===== src/rtl/traffic_phase_arbiter.sv =====
// traffic_phase_arbiter: demand-actuated, round-robin phase scheduler for a
// 4-way junction. Requests are latched per approach. Green length adapts
// between MIN_GREEN and MAX_GREEN, with gap-out. Unused approaches are skipped.
// Light encoding: GREEN=001, YELLOW=010, RED=100. Approach index: 0=N 1=S 2=E 3=W.
// Optional emergency preemption is compiled in when TRAFFIC_PREEMPT_EN is defined.
module traffic_phase_arbiter #(
    parameter int MIN_GREEN = 4,
    parameter int MAX_GREEN = 16,
    parameter int GAP       = 2,
    parameter int YELLOW    = 4,
    parameter int ALL_RED   = 1,
    parameter int CW        = 5
) (
    input  logic       clk,
    input  logic       rst_a,
    input  logic [3:0] sensor,
    input  logic       preempt_req,
    input  logic [1:0] preempt_dir,
    output logic [2:0] n_lights,
    output logic [2:0] s_lights,
    output logic [2:0] e_lights,
    output logic [2:0] w_lights,
    output logic [1:0] active_dir,
    output logic [3:0] pending,
    output logic [1:0] dbg_state_o
);

    typedef enum logic [1:0] {
        S_ALLRED = 2'd0,
        S_GREEN  = 2'd1,
        S_YELLOW = 2'd2
    } state_t;

    localparam logic [CW-1:0] CNT_SAT = '1;
    localparam logic [CW-1:0] MIN_C   = CW'(MIN_GREEN);
    localparam logic [CW-1:0] MAX_C   = CW'(MAX_GREEN);
    localparam logic [CW-1:0] GAP_C   = CW'(GAP);
    localparam logic [CW-1:0] YEL_C   = CW'(YELLOW - 1);
    localparam logic [CW-1:0] AR_C    = CW'(ALL_RED - 1);

    state_t        state_q, state_d;
    logic [CW-1:0] timer_q, timer_d;   // cycles left in YELLOW/ALLRED; 0 = last cycle
    logic [CW-1:0] gcnt_q, gcnt_d;     // green cycle number, 1 on the first green cycle
    logic [CW-1:0] gap_q, gap_d;       // own-sensor-low run up to the previous cycle
    logic [1:0]    active_q, active_d; // also serves as the last-served pointer
    logic [3:0]    pend_q, pend_d;
    logic [2:0]    n_q, s_q, e_q, w_q;
    logic [2:0]    n_d, s_d, e_d, w_d;

    logic [CW-1:0] gap_cur;
    logic          green_done;
    logic          other_pend;
    logic [3:0]    demand;
    logic [3:0]    green_mask;
    logic [1:0]    win;
    logic          have_win;
    logic          grant;

    function automatic logic [3:0] dir_mask(input logic [1:0] d);
        return 4'b0001 << d;
    endfunction

    function automatic logic [2:0] light_for(input state_t st, input logic [1:0] act,
                                             input logic [1:0] me);
        logic [2:0] l;
        l = 3'b100;
        if (act == me) begin
            if (st == S_GREEN)  l = 3'b001;
            if (st == S_YELLOW) l = 3'b010;
        end
        return l;
    endfunction

    // Next-state logic: phase sequencing, round-robin arbitration and request latching.
    always_comb begin
        state_d    = state_q;
        timer_d    = timer_q;
        gcnt_d     = gcnt_q;
        gap_d      = gap_q;
        active_d   = active_q;
        grant      = 1'b0;
        win        = active_q;
        have_win   = 1'b0;

        // Gap including the current cycle's sensor sample.
        gap_cur    = sensor[active_q] ? '0 : ((gap_q == CNT_SAT) ? gap_q : gap_q + 1'b1);
        other_pend = |(pend_q & ~dir_mask(active_q));
        green_done = (gcnt_q >= MIN_C) &&
                     ((gap_cur >= GAP_C) || ((gcnt_q >= MAX_C) && other_pend));

        // First requester after the last-served approach, wrapping to itself last.
        demand = pend_q | sensor;
        for (int k = 1; k <= 4; k++) begin
            if (!have_win && demand[active_q + 2'(k)]) begin
                win      = active_q + 2'(k);
                have_win = 1'b1;
            end
        end

`ifdef TRAFFIC_PREEMPT_EN
        // Preemption: cut a conflicting green at once, hold a matching one,
        // and force the next grant to the preempted approach.
        if (preempt_req) begin
            green_done = (preempt_dir != active_q);
            win        = preempt_dir;
            have_win   = 1'b1;
        end
`endif

        case (state_q)
            S_ALLRED: begin
                if (timer_q == '0) begin
                    if (have_win) begin
                        state_d  = S_GREEN;
                        active_d = win;
                        gcnt_d   = CW'(1);
                        gap_d    = '0;
                        grant    = 1'b1;
                    end
                end else begin
                    timer_d = timer_q - 1'b1;
                end
            end
            S_GREEN: begin
                gcnt_d = (gcnt_q == CNT_SAT) ? gcnt_q : gcnt_q + 1'b1;
                gap_d  = gap_cur;
                if (green_done) begin
                    state_d = S_YELLOW;
                    timer_d = YEL_C;
                end
            end
            S_YELLOW: begin
                if (timer_q == '0) begin
                    state_d = S_ALLRED;
                    timer_d = AR_C;
                end else begin
                    timer_d = timer_q - 1'b1;
                end
            end
            default: begin
                state_d = S_ALLRED;
                timer_d = '0;
            end
        endcase

        // The green approach never latches its own sensor; grant clears win over set.
        green_mask = (state_q == S_GREEN) ? dir_mask(active_q) : 4'b0000;
        pend_d     = pend_q | (sensor & ~green_mask);
        if (grant) pend_d = pend_d & ~dir_mask(win);

        n_d = light_for(state_d, active_d, 2'd0);
        s_d = light_for(state_d, active_d, 2'd1);
        e_d = light_for(state_d, active_d, 2'd2);
        w_d = light_for(state_d, active_d, 2'd3);
    end

`ifndef TRAFFIC_PREEMPT_EN
    logic unused_preempt;
    assign unused_preempt = ^{preempt_req, preempt_dir};
`endif

    // State and registered outputs; reset leaves ALLRED expired with N first in line.
    always_ff @(posedge clk or negedge rst_a) begin
        if (!rst_a) begin
            state_q  <= S_ALLRED;
            timer_q  <= '0;
            gcnt_q   <= '0;
            gap_q    <= '0;
            active_q <= 2'd3;
            pend_q   <= 4'b0000;
            n_q      <= 3'b100;
            s_q      <= 3'b100;
            e_q      <= 3'b100;
            w_q      <= 3'b100;
        end else begin
            state_q  <= state_d;
            timer_q  <= timer_d;
            gcnt_q   <= gcnt_d;
            gap_q    <= gap_d;
            active_q <= active_d;
            pend_q   <= pend_d;
            n_q      <= n_d;
            s_q      <= s_d;
            e_q      <= e_d;
            w_q      <= w_d;
        end
    end

    assign n_lights    = n_q;
    assign s_lights    = s_q;
    assign e_lights    = e_q;
    assign w_lights    = w_q;
    assign active_dir  = active_q;
    assign pending     = pend_q;
    assign dbg_state_o = state_q;

endmodule


===== config.mk =====
export PLATFORM = sky130hd
export DESIGN_NAME = traffic_phase_arbiter
export DESIGN_NICKNAME = d
export VERILOG_FILES = /design/src/rtl/traffic_phase_arbiter.sv
export SDC_FILE = /design/constraint.sdc
export NUM_CORES = 1
export LEC_CHECK = 0
export BUFFER_PORTS_ARGS = -buffer_cell sky130_fd_sc_hd__buf_2
export CORE_MARGIN = 2
export CORE_UTILIZATION = 40
export DETAILED_ROUTE_END_ITERATION = 6
export GPL_ROUTABILITY_DRIVEN = 0
export PLACE_DENSITY = 0.65
export SYNTH_ARGS = -nofsm -noshare
export SYNTH_HDL_FRONTEND = slang
export SYNTH_SLANG_ARGS = --single-unit

===== constraint.sdc =====
create_clock -name clk -period 3.8 [get_ports clk]
set_input_delay 0.76 -clock clk [delete_from_list [all_inputs] [get_ports clk]]
set_output_delay 0.76 -clock clk [all_outputs]
set_load 0.03 [all_outputs]

==> results.ini, run 1 <==
[run_status]
status = complete, no violations

[sta]
clock-skew-final_ns = 0.00551
rsz0062_at_grt = no
tns_ns = 0
maxSlewHeadroom_pct = 48.6
period_minus_slack_ns = 2.79
drv_slew = 0
hold_slack_ns = 0.499
fin_crit_sh_pct = 73.5
setup_violations = 0
hold_viol = 0
worst_pin_slew_ns = 0.770
fmax_mhz = 358

[floorplanning]
die_h_microns = 74.9
die-area_sq_mm = 0.00560
row_count = 25
ios = 29
coreArea_sq_mm = 0.00479
die_w_microns = 74.9
initial_core_util_pct = 42.0

[global_route]
gr-usage-all-layers_pct = 16.4
antenna_found_initial = 0
grt_pass1_vias = 1476
grt_max_degree = 36
grt_overflow = 0
grt_pass1_wl_microns = 6910

[yosys]
avgSynthCellArea_sq_um = 9.75
syn_area_sq_mm = 0.00201
synth-edff-count = 0
synth_cell_type_count = 52
syn_nets = 226
synth-main-ff-cell = dfrtp_1
ys_seq_area_share_pct = 44.0
ys_ff_latch = 35
yosys_warnings = 0
synthArstFlopShare_pct = 100
synthCells = 206

[clock_network]
cts_resized = 0
numCtsBuffers = 5
cts_root_buf = clkbuf_8
cts_hold_buf = 0
path_clk_slew_ns = 0.07
cts_setup_buffers = 0
cts_sinks = 35
clk_latency_ns = 0.29
cts_tree = built
clock_path_buffers = 2
htreeDepth = 2

[routing]
via_per_inst = 5.26
wire_per_inst_microns = 13.5
ant_nets = 0
drt-total-wl_microns = 4060
drtPass1Iterations = 4
route.detailed.drc = 0
via_count = 1590
drt-initial-drc-count = 90

[setup_path]
crit_type = flop to flop
cp_slowest_stage_delay_ns = 0.77
crit_family = flip-flops
cp_num_buf_inv = 2
crit_path_start_kind = flop
r2r_cells = 8
r2r-start = active_dir[0]$_DFF_PN1_
critPathLaunch = active_dir[0]$_DFF_PN1_
cp_max_fo = 20
crit_path_end_kind = flop
crit_arrival_ns = 3.01
cp_slowest_cell = dfstp_2
worstPathCellList = inv_1 > ha_1 > inv_1 > a211oi_1 > o32ai_4 > or3_1 > o22a_1 > or2_1
worst-endpoint-required_ns = 4.02
cp.depth = 8
crit_path_frequent_cell = inv_1

[finish]
final_area_sq_mm = 0.00233
area_growth_pct = 16.1
finalNetCount = 254
num_antenna_cells = 0
layout_common_cells = dfrtp_1 (29), buf_2 (25), nand2_1 (19)
final_core_util_pct = 48.7
layout_commonest_cell = dfrtp_1
n_fill_cell = 444
final_layout_size_suffix_gt1_share_pct = 22.1

[hold_path]
min_delay_path_depth = 1
min-delay-start = timer_q[4]$_DFFE_PN0P_
hold_class = flop to flop

[power_and_ir_drop]
p_leak_nw = 1.05
peakVddDrop_mv = 0.586
p_per_area_mw_per_mm2 = 955
p_total_mw = 2.23

[run]
drv_cap = 0

[place]
dp_hpwl_microns = 2910
io_buffers = 25
place_area_sq_mm = 0.00220

[state kept, by name, indices dropped and copies added, names as in the netlist]
signal and cells:
active_dir 2, dbg_state_o 2, e_lights 3, gap_q 5, gcnt_q 5, n_lights 3, pending 4, s_lights 3
timer_q 5, w_lights 3
[metrics by stage]
| stage | std cells | worst slack, ns |
|---|---|---|
| finish | 302 | 1.01 |
| global route | 302 | 0.801 |
| CTS | 302 | 0.997 |
| detailed placement | 294 | 1.01 |
| global placement | 294 | 0.994 |
| floorplan | 206 | 0.934 |
[path summary, 6_finish.rpt]
check                                          to  slack [ns]
hold / removal             timer_q[4]$_DFFE_PN0P_        0.50
hold reg to reg            timer_q[4]$_DFFE_PN0P_        0.50
setup reg to reg            e_lights[2]$_DFF_PN1_        1.01
max in group asynchronous    gap_q[3]$_DFFE_PN0P_        2.76
setup / recovery            e_lights[2]$_DFF_PN1_        1.01
min in group asynchronous   gcnt_q[0]$_DFFE_PN0P_        0.55
[cells in the mapped netlist, types with 2 or more instances]
| cell | number | area share (%) |
|---|---|---|
| a211oi_1 | 3 | 1.1 |
| a21boi_0 | 2 | 0.75 |
| a21oi_1 | 17 | 4.2 |
| a21oi_2 | 2 | 0.87 |
| a31oi_1 | 3 | 0.93 |
| and2_1 | 6 | 1.9 |
| buf_2 | 2 | 0.50 |
| clkbuf_1 | 2 | 0.37 |
| dfrtp_1 | 29 | 36 |
| dfstp_2 | 6 | 7.9 |
| ha_1 | 11 | 6.9 |
| inv_1 | 18 | 3.4 |
| mux4_2 | 2 | 2.2 |
| nand2_1 | 19 | 3.6 |
| nand2b_1 | 4 | 1.2 |
| nand3_1 | 2 | 0.50 |
| nand4_1 | 2 | 0.62 |
| nor2_1 | 17 | 3.2 |
| nor2b_1 | 4 | 1.2 |
| nor3_1 | 6 | 1.5 |
| nor3b_1 | 2 | 0.75 |
| nor4_2 | 2 | 1.2 |
| o21ai_0 | 7 | 1.7 |
| o22ai_1 | 4 | 1.2 |
| o31ai_1 | 2 | 0.75 |
| or2_1 | 2 | 0.62 |
| or3_1 | 3 | 0.93 |
| xnor2_1 | 2 | 0.87 |
| xor2_1 | 2 | 0.87 |
[cell type report]
| type | count | area [sq um] | share of cell area [%] |
|---|---|---|---|
| Sequential cell | 35 | 883 | 37.9 |
| Timing Repair Buffer | 25 | 125 | 5.36 |
| Tap cell | 67 | 83.8 | 3.59 |
| Clock buffer | 6 | 72.6 | 3.11 |
| Clock inverter | 2 | 60.1 | 2.58 |
| Multi-Input combinational cell | 149 | 1040 | 44.6 |
| Inverter | 18 | 67.6 | 2.90 |
[metal layers]
metal	global-route usage, %	routed length (microns)	share of wire, %
met1	21.1	1810	44
met2	27.4	2040	50
met3	3.21	145	3.6
met4	5.95	68	1.7
met5	0	0	0
[report_power, final]
part / internal [mW] / switching [mW] / total (mW)
combinational: 0.447 / 0.704 / 1.15
sequential: 0.513 / 0.168 / 0.681
clock: 0.262 / 0.133 / 0.395
total: 1.22 / 1.01 / 2.23
[cell families after synthesis]
kind of cell	share of synthesized area [%]
AO/OA/AOI/OAI	21.3
XOR/XNOR	1.74
adder cells (fa/ha/maj)	6.85
buffers and inverters	4.24
flip-flops	44.0
multiplexers	2.24
AND/OR/NAND/NOR	19.6
Power figures use the tool's default switching activity.
==> inputs of run 2 (changes only) <==
- clock period: 3.8 -> 2.8 ns (I/O delays scaled with it)
==> run 2 against run 1 <==
Compared with the run above:
- worst hold slack worse by 0.17 ns
- first-iteration DRC count down 8.9%
- non-clock buffer count up 3
- highest routed layer unchanged
==> results.ini, run 2 (synthesized netlist as in run 1, its figures left out) <==
[setup_path]
crit_path_end_kind = flop
crit_path_start_kind = flop
worst-endpoint-required_ns = 3.02  ; -1.00 ns
cp_slowest_cell = dfstp_2
reg2reg_slack_ns = 0.30  ; -0.71 ns
worstPathCellList = inv_1 > ha_1 > inv_1 > a211oi_2 > o32ai_4 > or3_1 > o22a_1 > or2_1
crit_path_frequent_cell = inv_1
cp_slowest_stage_delay_ns = 0.61  ; -0.16 ns
crit_type = flop to flop
crit_arrival_ns = 2.72  ; -0.29 ns
cp_max_fo = 7  ; -65%

[finish]
final_layout_size_suffix_gt1_share_pct = 24.4  ; +2.2 points
area_growth_pct = 15.8
multi_input_area_sq_mm = 0.00105  ; +0.96%
reg_top3 = gap_q: 5 flops, gcnt_q: 5 flops, timer_q: 5 flops
n_fill_cell = 438  ; -1.4%
num_antenna_cells = 0  ; unchanged
layout_common_cells = dfrtp_1 (29), buf_2 (25), nand2_1 (19)
final_area_sq_mm = 0.00232  ; -0.32%
finalNetCount = 257  ; +1.2%
layout_commonest_cell = dfrtp_1
ff_latch_area_sq_um = 883  ; unchanged

[global_route]
grt_max_degree = 36  ; unchanged
grt_pass1_vias = 1555  ; +5.4%
antenna_found_initial = 0  ; unchanged
grt_pass1_wl_microns = 7270  ; +5.2%
grt_overflow = 0  ; unchanged
gr-usage-all-layers_pct = 17.0  ; +0.63 points

[run_status]
status = complete, no violations

[power_and_ir_drop]
switching_power_mw = 1.42  ; +41%
internal-power_mw = 1.52  ; +24%
swShare_pct = 48.4  ; +3.3 points
peakVddDrop_mv = 0.643  ; +9.7%
p_total_mw = 2.94  ; +32%
p_per_area_mw_per_mm2 = 1260  ; +32%
p_leak_nw = 1.04  ; -0.72%
p_comb_share_pct = 56.5  ; +4.8 points
p_clk_share_pct = 13.0  ; -4.7 points
seqPwrFrac_pct = 30.5  ; about the same

[sta]
rsz0062_at_grt = no
hold_slack_ns = 0.330  ; -0.169 ns
period_minus_slack_ns = 2.50  ; -0.290 ns
clock-skew-final_ns = 0.00177  ; -0.00374 ns
drv_slew = 0  ; unchanged
fin_crit_sh_pct = 89.4  ; +16 points
worst_pin_slew_ns = 0.762  ; -0.00843 ns
tns_ns = 0  ; unchanged
hold_viol = 0  ; unchanged
maxSlewHeadroom_pct = 49.2  ; +0.56 points
fmax_mhz = 399  ; +12%
setup_violations = 0  ; unchanged

[place]
dp_hpwl_microns = 3040  ; +4.1%
place_area_sq_mm = 0.00223  ; +1.5%
io_buffers = 25  ; unchanged

[routing]
via_per_inst = 5.30  ; +0.57%
drt-initial-drc-count = 82  ; -8.9%
drtPass1Iterations = 4  ; unchanged
ant_nets = 0  ; unchanged
wire_per_inst_microns = 13.6  ; +1.3%
via_count = 1615  ; +1.6%
route.detailed.drc = 0  ; unchanged
drt-total-wl_microns = 4160  ; +2.3%

[clock_network]
cts_hold_buf = 0  ; unchanged
cts_sinks = 35  ; unchanged
path_clk_slew_ns = 0.08  ; about the same
cts_tree = built
numCtsBuffers = 5  ; unchanged
cts_resized = 0  ; unchanged
clock_path_buffers = 2  ; unchanged
htreeDepth = 2  ; unchanged
cts_setup_buffers = 0  ; unchanged
clk_latency_ns = 0.29  ; about the same
cts_root_buf = clkbuf_8

[floorplanning]
coreArea_sq_mm = 0.00479  ; unchanged
die-area_sq_mm = 0.00560  ; unchanged
initial_core_util_pct = 42.0  ; unchanged
die_w_microns = 74.9  ; unchanged
die_h_microns = 74.9  ; unchanged
ios = 29  ; unchanged
row_count = 25  ; unchanged

[run]
drv_cap = 0  ; unchanged

[hold_path]
hold_class = input port to async pin

## run 2: cell count changes in the layout (fill, tap and decap cells not counted)
cell | previous run | this run
a211oi_1 | 3 | 1
a211oi_2 | 0 | 2
buf_4 | 0 | 3
bufinv_16 | 2 | 0
clkbuf_1 | 1 | 0
clkinvlp_4 | 0 | 2
inv_6 | 0 | 1
## run 2: power by group through the flow
| stage | Sequential, mW | Combinational (mW) | Clock, mW |
|---|---|---|---|
| after floorplan | 1.01 | 1.15 | 0 |
| after global routing | 0.926 | 1.87 | 0.409 |
| after detailed placement | 0.902 | 1.66 | 0 |
| final | 0.896 | 1.66 | 0.383 |
| after global placement | 0.907 | 1.64 | 0 |
| after CTS | 0.896 | 1.67 | 0.391 |
## run 2: path summary, 6_finish.rpt
| path | depth (start not counted) | to | from |
|---|---|---|---|
| max in group asynchronous | 1 | pending[3]$_DFF_PN0_ | rst_a |
| max | 8 | e_lights[2]$_DFF_PN1_ | active_dir[0]$_DFF_PN1_ |
| min reg2reg | 1 | timer_q[4]$_DFFE_PN0P_ | timer_q[4]$_DFFE_PN0P_ |
| max reg2reg | 8 | e_lights[2]$_DFF_PN1_ | active_dir[0]$_DFF_PN1_ |
| min | 1 | pending[1]$_DFF_PN0_ | rst_a |
| min in group clk | 1 | timer_q[4]$_DFFE_PN0P_ | timer_q[4]$_DFFE_PN0P_ |
## run 2: area by class of cell
type	count	share of cell area [%]
clock buffer	5	2.96
clock inverter	3	1.02
inverter	18	2.91
multi-input combinational	149	45.2
sequential	35	38.0
tap	67	3.61
timing repair buffer	28	6.35
## run 2: per-layer routing
| metal | up-vias | routed length, microns | track usage (%) |
|---|---|---|---|
| met1 | 786 | 1900 | 22.8 |
| met3 | 4 | 140 | 3.48 |
| met2 | 32 | 2070 | 27.5 |
| met4 | 0 | 44 | 5.75 |
| met5 | - | 0 | 0 |
| li1 | 793 | - | - |
## run 2: stage by stage
stage / utilization [%] / cells / setup slack (ns)
after floorplan: - / 206 / 0.0439
final: 48.6 / 305 / 0.296
after CTS: 48.6 / 305 / 0.283
after global routing: 48.6 / 305 / 0.144
after global placement: 46.6 / 297 / 0.306
after detailed placement: 46.6 / 297 / 0.289
## run 2: critical path: cells and delay by family, from the launching register on
kind / cells / cell delay, ns
AOI/OAI and AO/OA: 3 / 0.62
adders and majority gates: 1 / 0.36
buffers and inverters: 2 / 0.24
DFF: 1 / 0.61
and+or+nand+nor: 2 / 0.61
